### src/rtl/instr_fetch.sv
// Fetch stage: owns the PC, runs the imem request/ready handshake and holds the fetched word for the decoder.
// Optional INSTR_FETCH_ALIGN_CHECK_EN: misaligned jr raises sticky addr_err and halts until reset.
module instr_fetch #(
    parameter logic [31:0] RESET_PC = 32'h0000_0000,
    parameter logic [31:0] NOP_WORD = 32'h0000_0000
) (
    input  logic        clock,
    input  logic        reset_n,
    input  logic        stall,
    input  logic [1:0]  Jump,
    input  logic        branch_taken,
    input  logic [31:0] branch_offset,
    input  logic [31:0] jr_target,
    output logic        imem_req,
    output logic [31:0] imem_addr,
    input  logic [31:0] imem_data,
    input  logic        imem_ready,
    output logic [31:0] instruction,
    output logic        instr_valid,
    output logic [31:0] pc,
    output logic [31:0] pc_plus4,
    output logic        addr_err
);

    typedef enum logic [1:0] {
        S_REQ,
        S_WAIT,
        S_HOLD
`ifdef INSTR_FETCH_ALIGN_CHECK_EN
        , S_HALT
`endif
    } state_t;

    state_t      state;
    logic [31:0] next_pc;

    // Low jr bits and the top offset bits fall off the shifted arithmetic.
    logic unused_bits;
    assign unused_bits = ^{jr_target[1:0], branch_offset[31:30]};

    assign pc_plus4  = pc + 32'd4;
    assign imem_addr = pc;
    // Gated by reset_n so the request drops the instant reset asserts.
    assign imem_req  = reset_n && ((state == S_REQ) || (state == S_WAIT));

    always_comb begin
        next_pc = pc_plus4;
        if (Jump == 2'b01)
            next_pc = {jr_target[31:2], 2'b00};
        else if (Jump[1])
            next_pc = {pc_plus4[31:28], instruction[25:0], 2'b00};
        else if (branch_taken)
            next_pc = pc_plus4 + {branch_offset[29:0], 2'b00};
    end

`ifdef INSTR_FETCH_ALIGN_CHECK_EN
    logic misaligned_jr;
    assign misaligned_jr = (Jump == 2'b01) && (jr_target[1:0] != 2'b00);

    always_ff @(posedge clock or negedge reset_n) begin
        if (!reset_n)
            addr_err <= 1'b0;
        else if (state == S_HOLD && !stall && misaligned_jr)
            addr_err <= 1'b1;
    end
`else
    assign addr_err = 1'b0;
`endif

    always_ff @(posedge clock or negedge reset_n) begin
        if (!reset_n) begin
            state       <= S_REQ;
            pc          <= RESET_PC;
            instruction <= NOP_WORD;
            instr_valid <= 1'b0;
        end else begin
            case (state)
                S_REQ, S_WAIT: begin
                    if (imem_ready) begin
                        instruction <= imem_data;
                        instr_valid <= 1'b1;
                        state       <= S_HOLD;
                    end else begin
                        state       <= S_WAIT;
                    end
                end
                S_HOLD: begin
                    if (!stall) begin
                        instruction <= NOP_WORD;
                        instr_valid <= 1'b0;
`ifdef INSTR_FETCH_ALIGN_CHECK_EN
                        if (misaligned_jr) begin
                            state <= S_HALT;
                        end else begin
                            pc    <= next_pc;
                            state <= S_REQ;
                        end
`else
                        pc          <= next_pc;
                        state       <= S_REQ;
`endif
                    end
                end
`ifdef INSTR_FETCH_ALIGN_CHECK_EN
                S_HALT: state <= S_HALT;
`endif
                default: state <= S_REQ;
            endcase
        end
    end

endmodule

### config.mk
export PLATFORM = sky130hd
export DESIGN_NAME = instr_fetch
export DESIGN_NICKNAME = d
export VERILOG_FILES = /design/src/rtl/instr_fetch.sv
export SDC_FILE = /design/constraint.sdc
export NUM_CORES = 1
export LEC_CHECK = 0
export CAP_MARGIN = 15
export CORE_MARGIN = 2
export CORE_UTILIZATION = 40
export DETAILED_ROUTE_END_ITERATION = 10
export HOLD_SLACK_MARGIN = 0.12
export PLACE_DENSITY = 0.8
export SETUP_SLACK_MARGIN = 0.5
export SLEW_MARGIN = 20
export SYNTH_ARGS = -nofsm -noshare
export SYNTH_HDL_FRONTEND = slang
export SYNTH_SLANG_ARGS = --single-unit
### constraint.sdc
create_clock -name clock -period 5.35 [get_ports clock]
set_clock_uncertainty 0.2 [all_clocks]
set_input_delay 1.07 -clock clock [delete_from_list [all_inputs] [get_ports clock]]
set_output_delay 1.07 -clock clock [all_outputs]
set_load 0.02 [all_outputs]
==> metrics.txt, run 1 <==
total wire length=18900 um; Worst Hold Class=register to register; Multi-input gate area=3540 sq um; Worst-Skew Late Latency=0.33 ns; Rows=43; Async SR Flop Fraction=100%; Most common cell on crit path=nand3_1; global routing usage on met2=38.6%; Post-CTS Repair Setup Buffers=0; RSZ-0062 raised after global routing=false; CP Cell Sequence=nand4_1 > nor3_2 > and3_1 > nand3_1 > xnor2_1 > ha_1 > a21o_1 > a21o_1 > or4_1 > nand3_1 > nand2_1 > xnor2_1 > o311ai_0 > nand3_1; CP Buf/Inv Count=0; cell area after synthesis=5600 sq um; DIE HEIGHT=122 um; post-layout min period=4.42 ns; period utilisation layout=82.6%; drt pass-1 iters=4; post-synthesis cell count=718; final hold vios=0; synth unique cells=63; GR Overflow Total=0; fin cells=1078; GR peak layer=met2; DP Area=7720 sq um; Comb power frac=64.6%; Crit path max-delay family=simple AND/OR/NAND/NOR gates; Peak VDD IR=0.000217 V; layout cells sized above 1=3.90%; syn avg cell area=7.79 sq um; Worst path slowest cell=or4_1; vias=5915; largest net degree at the start of global routing=66; Total Nets Final=1034; CP Data Arrival Time=4.40 ns; placer congestion estimate=0.903; Yosys reg bits=65; vias in the first global route=5528; Max-slew headroom=30.8%; P_int=2.22 mW; global-route wire length before repair=29700 um; wire length per cell=17.6 um; met3 GRT Util=4.69%; Fill cells=1278; core area=13800 sq um; die width=122 um; post-synthesis sequential area ratio=29.1%; crit path kind=register to register; initial antenna violation count=0; net load switching power=1.91 mW; register area=1630 sq um; Layout Area Growth over Synthesis=43.3%; leak pwr=3.57 nW; DRC Markers=0; Tightest Pin Transition=1.03 ns; final setup violation count=0; Total Neg Setup Slack=0 ns; Pwr Density=515 nW/um^2; CP Capture Type=register; worst stage delay on the critical path=0.57 ns; Initial Util=40.6%; number of antenna repair diodes=0; post-route design area=8020 sq um; Placed Cells=1063; Critical Path Start Type=register; Tot GR Track Use=25.2%; hold_buf cts=0; most common cell after layout, fill and taps aside=clkdlybuf4s50_1; Crit Path Max Fanout=7; fin util=58.2%; total die area=15000 sq um; Clock Pin Slew Worst Setup and Hold Paths=0.05 ns; ANT nets after route=0; TritonCTS buffer count=9; reg2reg setup slack=0.93 ns; grt met1 use=36.6%; max-cap check violation count=0; Port Buf Inserts=222; H-Tree Depth=3; Switching Share=46.3%; Top FF cell, synth=dfrtp_1; synth warn=0; CTS tree=yes; clock sinks=65; Ports=234; dpl hpwl=14400 um; CTS max path bufs=2; Vias per Instance=5.49; f_max=0.226 GHz; Required @ worst endpoint=5.33 ns; Detailed Route Iter0 Violations=489; Clock power frac=14.2%; status=finished, final reports clean; CTS root buf=clkbuf_16; Sequential Power Share=21.2%; most frequent cells in the layout=221 x clkdlybuf4s50_1, 127 x nand2_1, 65 x dfrtp_1; fin. max-slew vios=0; Post-synth EDFFs=0
==> path summary, 6_finish.rpt <==
| path | endpoint | depth (start not counted) | from |
|---|---|---|---|
| setup / recovery | imem_addr[22] | 14 | imem_addr[8] |
| hold / removal | instr_valid | 2 | instr_valid |
| setup reg to reg | imem_addr[22] | 14 | imem_addr[8] |
| hold reg to reg | instr_valid | 2 | instr_valid |
| max in group asynchronous | instruction[31] | 2 | reset_n |
| min in group asynchronous | imem_addr[31] | 2 | reset_n |
==> final cells by class <==
type / instances / area share (%)
Tap cell: 180 / 2.81
Inverter: 14 / 0.655
Sequential cell: 65 / 20.3
Clock buffer: 12 / 3.20
Clock inverter: 3 / 0.499
Timing Repair Buffer: 230 / 28.4
Multi-Input combinational cell: 574 / 44.2
==> state kept, by name, indices dropped and copies added (netlist names) <==
signal and cells:
instruction 32, imem_addr 30, instr_valid 1, state 2
==> worst min-delay path: cells and delay by family, from the launching register on <==
kind	cells	cell delay (ns)
DFF	1	0.35
and+or+nand+nor	2	0.10
==> kinds of logic (layout without fill, tap and decap cells) <==
kind of cell               Yosys count  count (layout)  share of synthesized area [%]
AOI/OAI and AO/OA                  175             175                           21.0
xor gates and xnor gates            54              54                           8.45
adders and majority gates           37              37                           8.41
buffers and inverters               85             259                           8.23
DFF                                 65              65                           29.1
muxes                                6               6                           1.07
other                                1               7                         0.0670
and+or+nand+nor                    295             295                           23.7
==> routing by layer <==
metal	routed length (um)	part of all wire, %	up-vias
met5	0	0	-
met4	238	1.3	0
met3	1430	7.6	14
met2	8540	45	241
met1	8730	46	2804
li1	-	-	2856
==> power by group through the flow <==
stage | Sequential, mW | Clock [mW] | Combinational [mW]
CTS | 0.872 | 0.594 | 2.65
global placement | 0.871 | 0 | 2.61
global route | 0.903 | 0.617 | 2.87
floorplan | 0.981 | 0 | 1.54
detailed placement | 0.877 | 0 | 2.63
finish | 0.875 | 0.587 | 2.67
==> timing repair <==
item | in CTS | in global routing
hold endpoints to repair | 0 | 0
setup endpoints to repair | 0 | 1
resized for setup | 0 | 1
==> synthesized netlist by cell type (7+ instances only) <==
cell type  number  share of area, %
a211o_1         7               1.1
a21o_1         19               2.5
a21oi_1        51               4.6
a31oi_1        11               1.2
and3_1          8              0.89
buf_4          37               5.0
clkbuf_1       26               1.7
dfrtp_1        65                29
ha_1           36               8.0
inv_1          13              0.87
nand2_1       127               8.5
nand3_1        49               4.4
nand4_1        10               1.1
nor2_1         63               4.2
nor2b_1         7              0.78
nor3_1          8              0.72
o21ai_0        24               2.1
xnor2_1        27               4.2
xor2_1         27               4.2
==> per-stage QoR <==
stage          setup WS (ns)  hold WS [ns]  total power [mW]
5_1_grt                0.578         0.336              4.40
6_report               0.930         0.281              4.13
3_3_place_gp           0.939         0.269              3.48
4_1_cts                0.914         0.290              4.12
3_5_place_dp           0.924         0.268              3.51
2_1_floorplan           1.21         0.277              2.53
No activity file was read; power rests on OpenSTA's default activity.
==> run 2, diff against run 1 <==
==> constraint.sdc (replaced) <==
create_clock -name clock -period 4.55 [get_ports clock]
set_clock_uncertainty 0.2 [all_clocks]
set_input_delay 0.91 -clock clock [delete_from_list [all_inputs] [get_ports clock]]
set_output_delay 0.91 -clock clock [all_outputs]
set_load 0.02 [all_outputs]
==> metrics.txt, run 2 (same netlist as run 1, synthesis figures left out) <==
status=finished, final reports clean; Total Nets Final=1059; RSZ-0062 raised after global routing=true; Initial Util=40.6%; Required @ worst endpoint=3.44 ns; r2r worst-path depth=14; largest net degree at the start of global routing=66; hold_buf cts=0; Reg2Reg Capture Point=imem_addr[22]; crit path kind=register to output pin; placer congestion estimate=0.931; CP Data Arrival Time=2.85 ns; period utilisation layout=87.1%; most common cell after layout, fill and taps aside=clkdlybuf4s50_1; H-Tree Depth=3; vias=6025; Peak VDD IR=0.000318 V; fin. max-slew vios=0; DRC Markers=0; initial antenna violation count=0; final hold vios=0; most frequent cells in the layout=219 x clkdlybuf4s50_1, 126 x nand2_1, 61 x nor2_1; drt pass-1 iters=7; CP Capture Type=output pin; Critical Path Start Type=register; CTS max path bufs=2; Tot GR Track Use=25.2%; Crit Path Max Fanout=8; leak pwr=3.77 nW; wire length per cell=17.9 um; dpl hpwl=14700 um; total die area=15000 sq um; Port Buf Inserts=222; post-route design area=8480 sq um; Detailed Route Iter0 Violations=604; Pwr Density=609 nW/um^2; DIE HEIGHT=122 um; Clock Pin Slew Worst Setup and Hold Paths=0.05 ns; GR Overflow Total=0; Most flops, register=instruction; ANT nets after route=0; post-layout min period=3.96 ns; Worst-Skew Late Latency=0.33 ns; number of flip-flops in the largest register=32; global-route wire length before repair=29300 um; final setup violation count=0; TritonCTS buffer count=9; core area=13800 sq um; total wire length=19700 um; CTS root buf=clkbuf_16; Total Neg Setup Slack=0 ns; Worst Hold Class=register to register; clock sinks=65; Rows=43; die width=122 um; CTS tree=yes; f_max=0.252 GHz; Post-Place Worst Slack=0.184 ns; Vias per Instance=5.46; DP Area=7810 sq um; number of antenna repair diodes=0; Tightest Pin Transition=0.848 ns; setup ws final=0.587 ns; Setup crit end=pc_plus4[31]; Layout Area Growth over Synthesis=51.6%; Max-slew headroom=43.4%; max-cap check violation count=0; CP Launch Point=imem_addr[4]; layout cells sized above 1=10.8%; reg2reg start=imem_addr[4]; vias in the first global route=5358; reg2reg setup slack=0.60 ns; Ports=234
[run 2: changes by cell type in the layout (fill, tap and decap cells not counted), moves of 6 or more]
cell and delta:
xor2_2 +6, xor2_1 -6, dfrtp_2 +11, ha_1 -7
buf_4 +25, dfrtp_1 -11
[run 2: worst min-delay path by stage]
stage | to | from | slack (ns) | cells after the start
after floorplan | state[0] | state[1] | 0.28 | 1
after global placement | instr_valid | instr_valid | 0.26 | 2
after detailed placement | instr_valid | instr_valid | 0.28 | 2
after CTS | instr_valid | instr_valid | 0.29 | 2
after global routing | instr_valid | instr_valid | 0.32 | 2
final | instr_valid | instr_valid | 0.28 | 2
[run 2: timing repair]
item | 4_1_cts | 5_1_grt
pin swaps | 3 | 13
setup endpoints to repair | 12 | 20
buffers inserted | 3 | 13
resized for setup | 8 | 43
[run 2: worst max-delay path, stage by stage, from the launching register on]
cell and delay (ns):
dfrtp_2 0.44, nand3_1 0.20, nor3_4 0.27, buf_4 0.17, buf_4 0.10, nand3_2 0.17, nor2_1 0.17, nand2_1 0.09
xnor2_1 0.25, clkdlybuf4s50_1 0.66
[run 2: per-layer routing]
metal	vias to the layer above	part of all wire [%]	routed length, um	global-route usage [%]
li1	2907	-	-	-
met1	2803	44	8680	37.4
met2	291	46	8990	38.2
met3	24	8.8	1730	3.21
met4	0	1.6	325	7.33
met5	-	0	0	0
[run 2: layout make-up]
class	instances	area [sq um]
fill	1213	5290
multi-input combinational	574	3770
timing repair buffer	255	2470
sequential	65	1640
clock buffer	14	264
tap	180	225
clock inverter	2	60.1
inverter	14	52.6
[run 2: power breakdown]
part | leakage (nW) | internal (mW) | switching [mW] | total (mW)
Combinational | 2.83 | 1.56 | 1.80 | 3.36
Clock | 0.157 | 0.510 | 0.247 | 0.757
Sequential | 0.786 | 0.754 | 0.289 | 1.04
[run 2: stage by stage]
stage          power [mW]  util, %  cells  hold WS, ns
2_1_floorplan        2.98        -    724        0.277
3_3_place_gp         4.15     56.7   1072        0.261
3_5_place_dp         4.17     56.7   1072        0.276
4_1_cts              4.96     59.4   1091        0.287
5_1_grt              5.47     61.6   1104        0.322
6_report             5.16     61.6   1104        0.284
